[src/rtl/ps_node_endpoint.sv]
// ps_node_endpoint
//   Register endpoint hanging off the PS distribution core. Accepts one
//   request at a time, decodes it against NODE_ID, and answers matching
//   requests with a single response. Requests for other nodes are
//   swallowed without a response.
//
//   Register map:
//     0 CTRL   : write-only pulses. wdata[0] -> ctrl_start, wdata[1] -> ctrl_clear.
//                Reads return 0.
//     1 STATUS : read-only. Returns status_in. A write is an error.
//     2..N-1   : read/write config registers, exported on cfg_out.
//
//   Ports:
//     clk, rst_n                 clock, synchronous active-low reset
//     req_valid/req_ready        request handshake (ready only while idle)
//     req_node_addr, req_write,
//     req_reg_addr, req_wdata    request fields, captured on acceptance
//     rsp_valid/rsp_ready        response handshake
//     rsp_rdata, rsp_err         response payload, held until rsp_ready
//     status_in                  value returned by register 1
//     cfg_out                    register k on [k*DATA_WIDTH +: DATA_WIDTH]
//     ctrl_start, ctrl_clear     single-cycle pulses from CTRL writes
//
//   state | meaning
//   ------+-------------------------------------------------------------
//   IDLE  | ready for a request; non-matching node addresses dropped here
//   EXEC  | one cycle; access performed on the closing edge
//   RESP  | response presented until rsp_ready

module ps_node_endpoint #(
  parameter int NODE_ID     = 0,
  parameter int DATA_WIDTH  = 32,
  parameter int NUM_REGS    = 8,
  parameter int NODE_ADDR_W = 4,
  parameter int REG_ADDR_W  = 4
) (
  input  logic                           clk,
  input  logic                           rst_n,
  input  logic                           req_valid,
  output logic                           req_ready,
  input  logic [NODE_ADDR_W-1:0]         req_node_addr,
  input  logic                           req_write,
  input  logic [REG_ADDR_W-1:0]          req_reg_addr,
  input  logic [DATA_WIDTH-1:0]          req_wdata,
  output logic                           rsp_valid,
  input  logic                           rsp_ready,
  output logic [DATA_WIDTH-1:0]          rsp_rdata,
  output logic                           rsp_err,
  input  logic [DATA_WIDTH-1:0]          status_in,
  output logic [NUM_REGS*DATA_WIDTH-1:0] cfg_out,
  output logic                           ctrl_start,
  output logic                           ctrl_clear
);

  localparam logic [31:0] NUM_REGS_U = 32'(NUM_REGS);

  typedef enum logic [1:0] {
    ST_IDLE = 2'd0,
    ST_EXEC = 2'd1,
    ST_RESP = 2'd2
  } state_e;

  state_e                  state_q;
  logic                    req_ready_q;
  logic                    rsp_valid_q;
  logic                    rsp_err_q;
  logic [DATA_WIDTH-1:0]   rsp_rdata_q;
  logic                    ctrl_start_q;
  logic                    ctrl_clear_q;

  logic                    write_q;
  logic [REG_ADDR_W-1:0]   reg_addr_q;
  logic [DATA_WIDTH-1:0]   wdata_q;

  // Only the writable registers have storage; 0 and 1 are not state.
  logic [DATA_WIDTH-1:0]   cfg_q [2:NUM_REGS-1];

  logic                    node_hit;
  logic [31:0]             reg_idx;
  logic [DATA_WIDTH-1:0]   rsp_rdata_d;
  logic                    rsp_err_d;

  assign node_hit = (req_node_addr == NODE_ADDR_W'(NODE_ID));
  assign reg_idx  = 32'(reg_addr_q);

  // Response payload for the captured request; consumed on the EXEC edge,
  // so status_in is sampled exactly there.
  always_comb begin
    rsp_rdata_d = '0;
    rsp_err_d   = 1'b0;
    if (reg_idx >= NUM_REGS_U) begin
      rsp_err_d = 1'b1;
    end else if (write_q) begin
      rsp_err_d = (reg_idx == 32'd1);
    end else begin
      if (reg_idx == 32'd1) begin
        rsp_rdata_d = status_in;
      end
      for (int k = 2; k < NUM_REGS; k++) begin
        if (reg_idx == 32'(k)) begin
          rsp_rdata_d = cfg_q[k];
        end
      end
    end
  end

  always_ff @(posedge clk) begin
    if (!rst_n) begin
      state_q      <= ST_IDLE;
      req_ready_q  <= 1'b1;
      rsp_valid_q  <= 1'b0;
      rsp_err_q    <= 1'b0;
      rsp_rdata_q  <= '0;
      ctrl_start_q <= 1'b0;
      ctrl_clear_q <= 1'b0;
      write_q      <= 1'b0;
      reg_addr_q   <= '0;
      wdata_q      <= '0;
      for (int k = 2; k < NUM_REGS; k++) begin
        cfg_q[k] <= '0;
      end
    end else begin
      ctrl_start_q <= 1'b0;
      ctrl_clear_q <= 1'b0;
      case (state_q)
        ST_IDLE: begin
          if (req_valid) begin
            write_q    <= req_write;
            reg_addr_q <= req_reg_addr;
            wdata_q    <= req_wdata;
            // Foreign node: the handshake completes but nothing else happens.
            if (node_hit) begin
              state_q     <= ST_EXEC;
              req_ready_q <= 1'b0;
            end
          end
        end
        ST_EXEC: begin
          state_q     <= ST_RESP;
          rsp_valid_q <= 1'b1;
          rsp_rdata_q <= rsp_rdata_d;
          rsp_err_q   <= rsp_err_d;
          if (write_q && !rsp_err_d) begin
            if (reg_idx == 32'd0) begin
              ctrl_start_q <= wdata_q[0];
              ctrl_clear_q <= wdata_q[1];
            end
            for (int k = 2; k < NUM_REGS; k++) begin
              if (reg_idx == 32'(k)) begin
                cfg_q[k] <= wdata_q;
              end
            end
          end
        end
        ST_RESP: begin
          if (rsp_ready) begin
            state_q     <= ST_IDLE;
            rsp_valid_q <= 1'b0;
            req_ready_q <= 1'b1;
          end
        end
        default: begin
          state_q     <= ST_IDLE;
          rsp_valid_q <= 1'b0;
          req_ready_q <= 1'b1;
        end
      endcase
    end
  end

  assign req_ready  = req_ready_q;
  assign rsp_valid  = rsp_valid_q;
  assign rsp_rdata  = rsp_rdata_q;
  assign rsp_err    = rsp_err_q;
  assign ctrl_start = ctrl_start_q;
  assign ctrl_clear = ctrl_clear_q;

  for (genvar g = 0; g < NUM_REGS; g++) begin : g_cfg
    if (g < 2) begin : g_zero
      assign cfg_out[g*DATA_WIDTH +: DATA_WIDTH] = '0;
    end else begin : g_reg
      assign cfg_out[g*DATA_WIDTH +: DATA_WIDTH] = cfg_q[g];
    end
  end

endmodule

[config.mk]
export PLATFORM = sky130hd
export DESIGN_NAME = ps_node_endpoint
export DESIGN_NICKNAME = d
export VERILOG_FILES = /design/src/rtl/ps_node_endpoint.sv
export SDC_FILE = /design/constraint.sdc
export NUM_CORES = 1
export LEC_CHECK = 0
export CAP_MARGIN = 20
export CELL_PAD_IN_SITES_DETAIL_PLACEMENT = 0
export CELL_PAD_IN_SITES_GLOBAL_PLACEMENT = 1
export CORE_MARGIN = 1
export CORE_UTILIZATION = 40
export CTS_CLUSTER_DIAMETER = 80
export DETAILED_ROUTE_END_ITERATION = 16
export DONT_BUFFER_PORTS = 1
export PLACE_DENSITY_LB_ADDON = 0.1
export SLEW_MARGIN = 0
export SYNTH_ARGS = -nofsm -noshare
export SYNTH_HDL_FRONTEND = slang
export SYNTH_SLANG_ARGS = --single-unit
[constraint.sdc]
create_clock -name clk -period 5.8 [get_ports clk]
set_clock_uncertainty 0.05 [all_clocks]
set_input_delay 0.58 -clock clk [delete_from_list [all_inputs] [get_ports clk]]
set_output_delay 0.58 -clock clk [all_outputs]
set_load 0.005 [all_outputs]
After elaboration in Yosys (flattened, before gate mapping):

Memory sizes are Yosys's and may differ from the RTL's.
Cells that the tools add are included.

* $lt $le $gt $ge: 1
* eq/ne operators: 12
* bitwise logic cells: 8
* muxes and demuxes: 58
* reduce and logical (&&, ||, !) cells: 10

Operator list (count)
* 2-to-1 mux 32 bit: 15
* 2-to-1 mux 1 bit: 37
* logical NOT 32 bit: 1
* == test 4 x 3 -> 1 bit, second input constant: 4
* == test 4 x 2 -> 1 bit, second input constant: 2
* AND reduction 4 bit: 2
* 2-to-1 mux 2 bit: 3
* inequality test 2 bit, second input constant: 3
* bitwise OR 1 bit: 6
* case mux 1 bit (3 select lines): 2
* case mux 2 bit (3 select lines): 1
* == test 4 x 1 -> 1 bit, second input constant: 1
* greater-or-equal comparator 4 bit, second input constant: 1
* logical NOT 4 bit: 1
* AND reduction 2 bit: 2
* AND reduction 3 bit: 1
* == test 2 x 1 -> 1 bit, second input constant: 1
* == test 2 bit, second input constant: 1
* logical NOT 2 bit: 1
* NOT 1 bit: 2
* logical AND 1 bit: 1
* logical NOT 1 bit: 1

* memories kept: 1
* word-level logic and storage cells: 100
* output and inout bits: 293
* bits in writable memories: 192
* register bits: 76

Memory list
* cfg_q: words 6, width 32, read ports 6, clocked after Yosys merged registers in 0, wr ports 6, line 76 `logic [DATA_WIDTH-1:0] cfg_q [2:NUM_REGS-1];`

Depth between registers and ports, before layout:

Gate-level depths: netlist of the first run.

* depth after elaboration: 10
* mapped depth: 7

Worst setup path after synthesis of the first run:

No wires, ideal clock.

* kind: flip-flop to flip-flop
* from: register reg_addr_q[2]
* to: register, netlist name cfg_q[0][128]
* stages on the path, launching flop included: 7
* path buffers: 3
* period minus slack after synthesis: 4.005 ns
* data required time: 5.284 ns
* library setup time: 0.466 ns
* arrival time: 3.489 ns
* setup slack: 1.795 ns
* cell sequence: dfxtp_1 -> buf_4 -> nor2b_1 -> buf_2 -> buf_1 -> nand2_1 -> o21ai_0

RTL lines
* start, declared: line 72 `logic [REG_ADDR_W-1:0] reg_addr_q;`
* start signal, assigned: line 129 `reg_addr_q <= req_reg_addr;`

==> results of run 1 <==
## worst min-delay path by stage
stage,start,end,slack (ns),cells after the start
2_1_floorplan,rsp_rdata[27],rsp_rdata[27],0.40,2
3_3_place_gp,rsp_valid,rsp_valid,0.46,2
3_5_place_dp,rsp_valid,rsp_valid,0.47,2
4_1_cts,rst_n,rsp_rdata[24],0.08,1
5_1_grt,rst_n,rsp_rdata[21],0.09,1
6_report,rst_n,rsp_rdata[21],0.1,1
## cells by family (layout without fill, tap and decap cells)
family | count (synthesis) | after routing
other cells | 1 | 66
simple gates | 404 | 404
compound gates | 238 | 238
flops | 268 | 268
buf+inv | 150 | 78
mux | 64 | 64
## synth_stat cells (all sizes together), types with 2 or more instances
cell / number
nand3: 2
a221oi: 31
or3b: 2
nor4b: 2
buf: 88
nor4: 2
o21a: 31
nor2: 41
mux2i: 64
o21ai: 99
o31ai: 2
a21boi: 39
inv: 2
nand2b: 7
and4: 3
o22a: 30
nor3: 3
edfxtp: 192
dfxtp: 76
nand2: 143
clkbuf: 60
and2: 193
## sequential cells by signal, indices dropped and copies added, names as in the netlist, 2 cells and up
name,count
rsp_rdata,32
wdata_q,32
state_q,2
reg_addr_q,4
cfg_q,192
## routing by layer
layer	track usage (%)	vias up	wire, um
li1	-	3767	-
met1	34.2	4142	18400
met2	41.0	363	19500
met3	6.81	48	3570
met4	5.74	0	787
met5	0	-	0
## cell type report
type | instances | area (um2) | share of cell area [%]
Inverter | 2 | 7.51 | 0.0543
Antenna cell | 2 | 5.00 | 0.0362
Multi-Input combinational cell | 770 | 4930 | 35.7
Clock buffer | 37 | 818 | 5.92
Timing Repair Buffer | 20 | 199 | 1.44
Tap cell | 396 | 495 | 3.58
Clock inverter | 19 | 83.8 | 0.606
Sequential cell | 268 | 7290 | 52.7
## stage by stage
stage,cells,cell area (um2)
2_1_floorplan,1188,12900
3_3_place_gp,1451,12800
3_5_place_dp,1453,12900
4_1_cts,1509,13800
5_1_grt,1513,13800
6_report,1514,13800
## power groups by stage
stage / registers [mW] / clock network [mW] / logic (mW)
floorplan: 2.20 / 0 / 0.197
global placement: 2.24 / 0 / 0.216
detailed placement: 2.24 / 0 / 0.220
CTS: 2.20 / 1.79 / 0.220
global route: 2.21 / 1.86 / 0.241
finish: 2.20 / 1.76 / 0.221
## worst max-delay path: cells and delay by family (launching register included)
family | cells | cell delay, ns
AO/OA/AOI/OAI | 1 | 0.44
flip-flops | 1 | 0.70
AND/OR/NAND/NOR | 3 | 1.32
buffers and inverters | 2 | 0.87
==> impl_metrics.toml, run 1 <==
[grt]
grt_usage_pct = 25.5
grt_overflow = 0
grt_first_pass_wirelength_mm = 60.2
grt_max_degree = 84
grt_pass1_vias = 8118
antenna_found_initial = 1

[synth]
synth_warnings = 0
synth_top_area_share_pct = 45.4
ys_seq_elements = 268
synth_cell_types = 43
yosysSeqAreaShare_pct = 57.4
synth_enable_flop_cells = 192
synth-simple-area-share_pct = 16.6
synth_compound_area_share_pct = 14.2
synthFlopType = "edfxtp_1"
avgSynthCellArea_um2 = 11.3
synth_top_cell_by_area = "edfxtp_1"
synth_top_family_by_area = "simple AND/OR/NAND/NOR gates"
muxShareOfSynthArea_pct = 5.04
synthCells = 1125
synth-async-reset-ratio_pct = 0
synth_xor_area_share_pct = 0
synthAdderAreaFrac_pct = 0
synth_area_leaders = "edfxtp_1 (45%), dfxtp_1 (12%), and2_1 (9.5%), mux2i_1 (5.0%), nand2_1 (4.2%)"
syn-cell-area_mm2 = 0.0127

[floorplanning]
die_h_um = 180
die_w_um = 180
core_area_mm2 = 0.0309
std_cell_rows = 64
initial_core_util_pct = 41.1
die-area_mm2 = 0.0325
io_pins = 370

[setup_path]
ff2ff_path_depth = 6
critPathSlowestCell = "nor4_4"
crit_required_ns = 6.16
crit_path_end_kind = "flop"
r2r_slack_ns = 2.26
regToRegStartpoint = "reg_addr_q[1]"
worstSetupPathType = "reg2reg"
cp.arrival_ns = 3.90
critPathLaunchType = "flop"
crit_path_cell_trace = "nand2b_2 > buf_4 > o2111ai_1 > nor4_4 > buf_4 > and2_1"
path_max_fanout = 35
crit_end = "cfg_q[0][159]"
crit_start = "reg_addr_q[1]"
cp_slowest_stage_delay_ns = 0.91
r2r-end = "cfg_q[0][159]"
cp_common_cell = "buf_4"

[route]
wl_per_cell_um = 27.9
first_pass_iters = 4
dr_total_vias = 8320
drc_errors = 0
finalWirelength_mm = 42.2
drtAntennaViolNets = 0
drt_iter0_drc = 674
avgViaCountPerCell = 5.50

[layout]
nets = 1169
drive_gt1_share_pct = 10.7
n_fill_cell = 2929
area_growth_pct = 8.85
mostFrequentLayoutCells = "and2_1 (192), edfxtp_1 (192), nand2_1 (141), o21ai_0 (88), dfxtp_1 (75)"
final_util_pct = 44.7

[clocking]
cts-htree-levels = 1
clk_latency_ns = 0.55
cts-resized-gates = 0
cts-root-buf = "clkbuf_16"
clock_sinks = 268
clk_path_buf_depth = 3
cts_buffers = 30
cts_setup_buffers = 0
cts_tree = "built"
clk_pin_slew_ns = 0.06
ctsHoldBuffers = 0

[worst_hold_path]
min_path_type = "in2reg"

[pwr]
ir_drop_mv = 0.217
pwr-share-seq_pct = 52.6
comb_power_share_pct = 5.3
p_leak_nw = 4.79
power.density_mw_per_mm2 = 302
intPower_mw = 3.17
switchingPower_mw = 1.01
switching_share_pct = 24.2
power_mw = 4.18
p_clk_share_pct = 42.1

[timing]
tns_ns = 0
setup_viol = 0
finalCriticalPeriod_ns = 3.54
timing.final.ws_setup_ns = 2.26
drv_slew = 0
fin_crit_sh_pct = 61.0
slew-limit-headroom_pct = 22.2
fmax_ghz = 0.283
tightest_slew_ns = 1.17
rsz0062_at_grt = "no"
hold_violations = 0
finalHoldWorstSlack_ns = 0.0994

[placed_design]
dpl.hpwl_mm = 25.9
routabilityCongestion = 0.796
numPortBuffers = 0
pre_cts_ws_ns = 2.24

[run_status]
status = "finished, final reports clean"

[job]
cap_violations = 0
Note: power is estimated with default switching activity, not from simulation.
==> run 2: changes to the inputs <==
==> constraint.sdc (replaced) <==
create_clock -name clk -period 2.84 [get_ports clk]
set_clock_uncertainty 0.05 [all_clocks]
set_input_delay 0.284 -clock clk [delete_from_list [all_inputs] [get_ports clk]]
set_output_delay 0.284 -clock clk [all_outputs]
set_load 0.005 [all_outputs]
==> run 2 against run 1 <==
  * Clock power rose by 100%
  * Maximum frequency rose by 35%
  * Largest power group unchanged
  * Final area rose by 7.3%
==> impl_metrics.toml, run 2 (synthesized netlist as in run 1, its figures left out) <==
[grt]
grt_pass1_vias = 8670
grt_first_pass_wirelength_mm = 61.2
antenna_found_initial = 1
grt_usage_pct = 25.8
grt_overflow = 0
grt_max_degree = 75

[floorplanning]
die_w_um = 180
io_pins = 370
std_cell_rows = 64
initial_core_util_pct = 41.1
die_h_um = 180
die-area_mm2 = 0.0325
core_area_mm2 = 0.0309

[route]
drc_errors = 0
dr_total_vias = 8688
drtAntennaViolNets = 0
finalWirelength_mm = 42.4
drt_iter0_drc = 673
avgViaCountPerCell = 5.36
first_pass_iters = 5
wl_per_cell_um = 26.2

[timing]
fin_crit_sh_pct = 92.0
setup_viol = 0
hold_violations = 0
fmax_ghz = 0.383
timing.final.ws_setup_ns = 0.226
rsz0062_at_grt = "no"
finalCriticalPeriod_ns = 2.61
finalHoldWorstSlack_ns = 0.0975
slew-limit-headroom_pct = 45.8
tightest_slew_ns = 0.813
drv_slew = 0

[clocking]
cts_buffers = 30
cts_setup_buffers = 0
clock_sinks = 268
clk_latency_ns = 0.56
cts-htree-levels = 1
cts_tree = "built"
cts-root-buf = "clkbuf_16"
clk_pin_slew_ns = 0.06
clk_path_buf_depth = 3

[layout]
area_growth_pct = 16.8
mostFrequentLayoutCells = "and2_1 (192), edfxtp_1 (192), nand2_1 (141), o21ai_0 (88), dlygate4sd3_1 (77)"
nets = 1277
regMostFlops = "cfg_q"
seq_area_mm2 = 0.00729
drive_gt1_share_pct = 11.9
largest_register_ff_count = 192
post-route-cell-area_mm2 = 0.0148
final_util_pct = 48.0
n_fill_cell = 2878
multi_input_area_mm2 = 0.00493

[setup_path]
crit_required_ns = 3.30
crit_path_end_kind = "flop"
cp_top_family = "simple AND/OR/NAND/NOR gates"
path_depth = 5
cp_num_buf_inv = 1
critPathSlowestCell = "or3b_2"
cp.arrival_ns = 3.07
critPathLaunchType = "flop"
path_max_fanout = 11
cp_slowest_stage_delay_ns = 0.71
crit_path_cell_trace = "or3b_2 > o22a_1 > a221oi_2 > o21a_1 > dlygate4sd3_1"
worstSetupPathType = "reg2reg"
ff2ff_path_depth = 5

[worst_hold_path]
whs_path_depth = 2
min_path_type = "in2reg"

[pwr]
power.density_mw_per_mm2 = 582
ir_drop_mv = 0.388
power_mw = 8.64
p_leak_nw = 5.27

[placed_design]
pre_cts_ws_ns = 0.531
routabilityCongestion = 0.746
dpl.hpwl_mm = 27.2
numPortBuffers = 0
dpl_cell_area_mm2 = 0.0131

[run_status]
status = "finished, final reports clean"

[job]
cap_violations = 0
[run 2: cell types whose count changed in the layout (fill, tap and decap cells not counted), sizes merged]
cell         change
dlygate4sd3     +77
buf             +31
clkinv           -7
clkbuf           +6
[run 2: area by class of cell]
cell class                      instances  area share [%]
Clock inverter                         12           0.430
Antenna cell                            2          0.0337
Timing Repair Buffer                  128            8.16
Inverter                                2          0.0506
Tap cell                              396            3.34
Multi-Input combinational cell        770            33.3
Sequential cell                       268            49.1
Clock buffer                           43            5.59
[run 2: repair_timing]
| action | 4_1_cts | 5_1_grt |
|---|---|---|
| endpoints found under the hold margin | 76 | 0 |
| hold buffers | 78 | 0 |
| endpoints found under the setup margin | 0 | 1 |
| resized for setup | 0 | 1 |
[run 2: layer usage]
metal  track usage, %  vias to the layer above  part of all wire [%]
li1                 -                     3990                     -
met1             32.9                     4273                    42
met2             42.4                      371                    47
met3             7.98                       54                   9.3
met4             6.32                        0                   2.1
met5                0                        -                     0
[run 2: report_power, final]
group	switching [mW]	total (mW)	internal (mW)
registers	0.156	4.47	4.31
logic	0.381	0.607	0.226
clock network	1.55	3.57	2.01
total	2.09	8.64	6.55
[run 2: worst register-to-register path: cells and delay by family, from the launching register on]
| family | cells | cell delay, ns |
|---|---|---|
| AOI/OAI and AO/OA | 3 | 0.64 |
| buffers and inverters | 1 | 0.53 |
| DFF | 1 | 0.62 |
| and+or+nand+nor | 1 | 0.71 |
[run 2: final timing paths]
path / from / to / slack (ns)
setup / recovery: reg_addr_q[1] / rsp_rdata[17] / 0.23
hold / removal: rst_n / rsp_rdata[19] / 0.1
setup reg to reg: reg_addr_q[1] / rsp_rdata[17] / 0.23
hold reg to reg: rsp_rdata[27] / rsp_rdata[27] / 0.47
[run 2: through the flow]
stage,setup TNS (ns),std cells
after floorplan,-32.90,1188
after global placement,0,1486
after detailed placement,0,1486
after CTS,0,1619
after global routing,0,1619
final,0,1621
==> run 3: changes to the inputs <==
--- a/config.mk
+++ b/config.mk
@@ -13,6 +13,7 @@
 export CTS_CLUSTER_DIAMETER = 80
 export DETAILED_ROUTE_END_ITERATION = 16
 export DONT_BUFFER_PORTS = 1
+export HOLD_SLACK_MARGIN = 0.03
 export PLACE_DENSITY_LB_ADDON = 0.1
 export SLEW_MARGIN = 0
 export SYNTH_ARGS = -nofsm -noshare
==> results of run 3 <==
The final DEF is identical to that of run 2; final timing and power are the same.
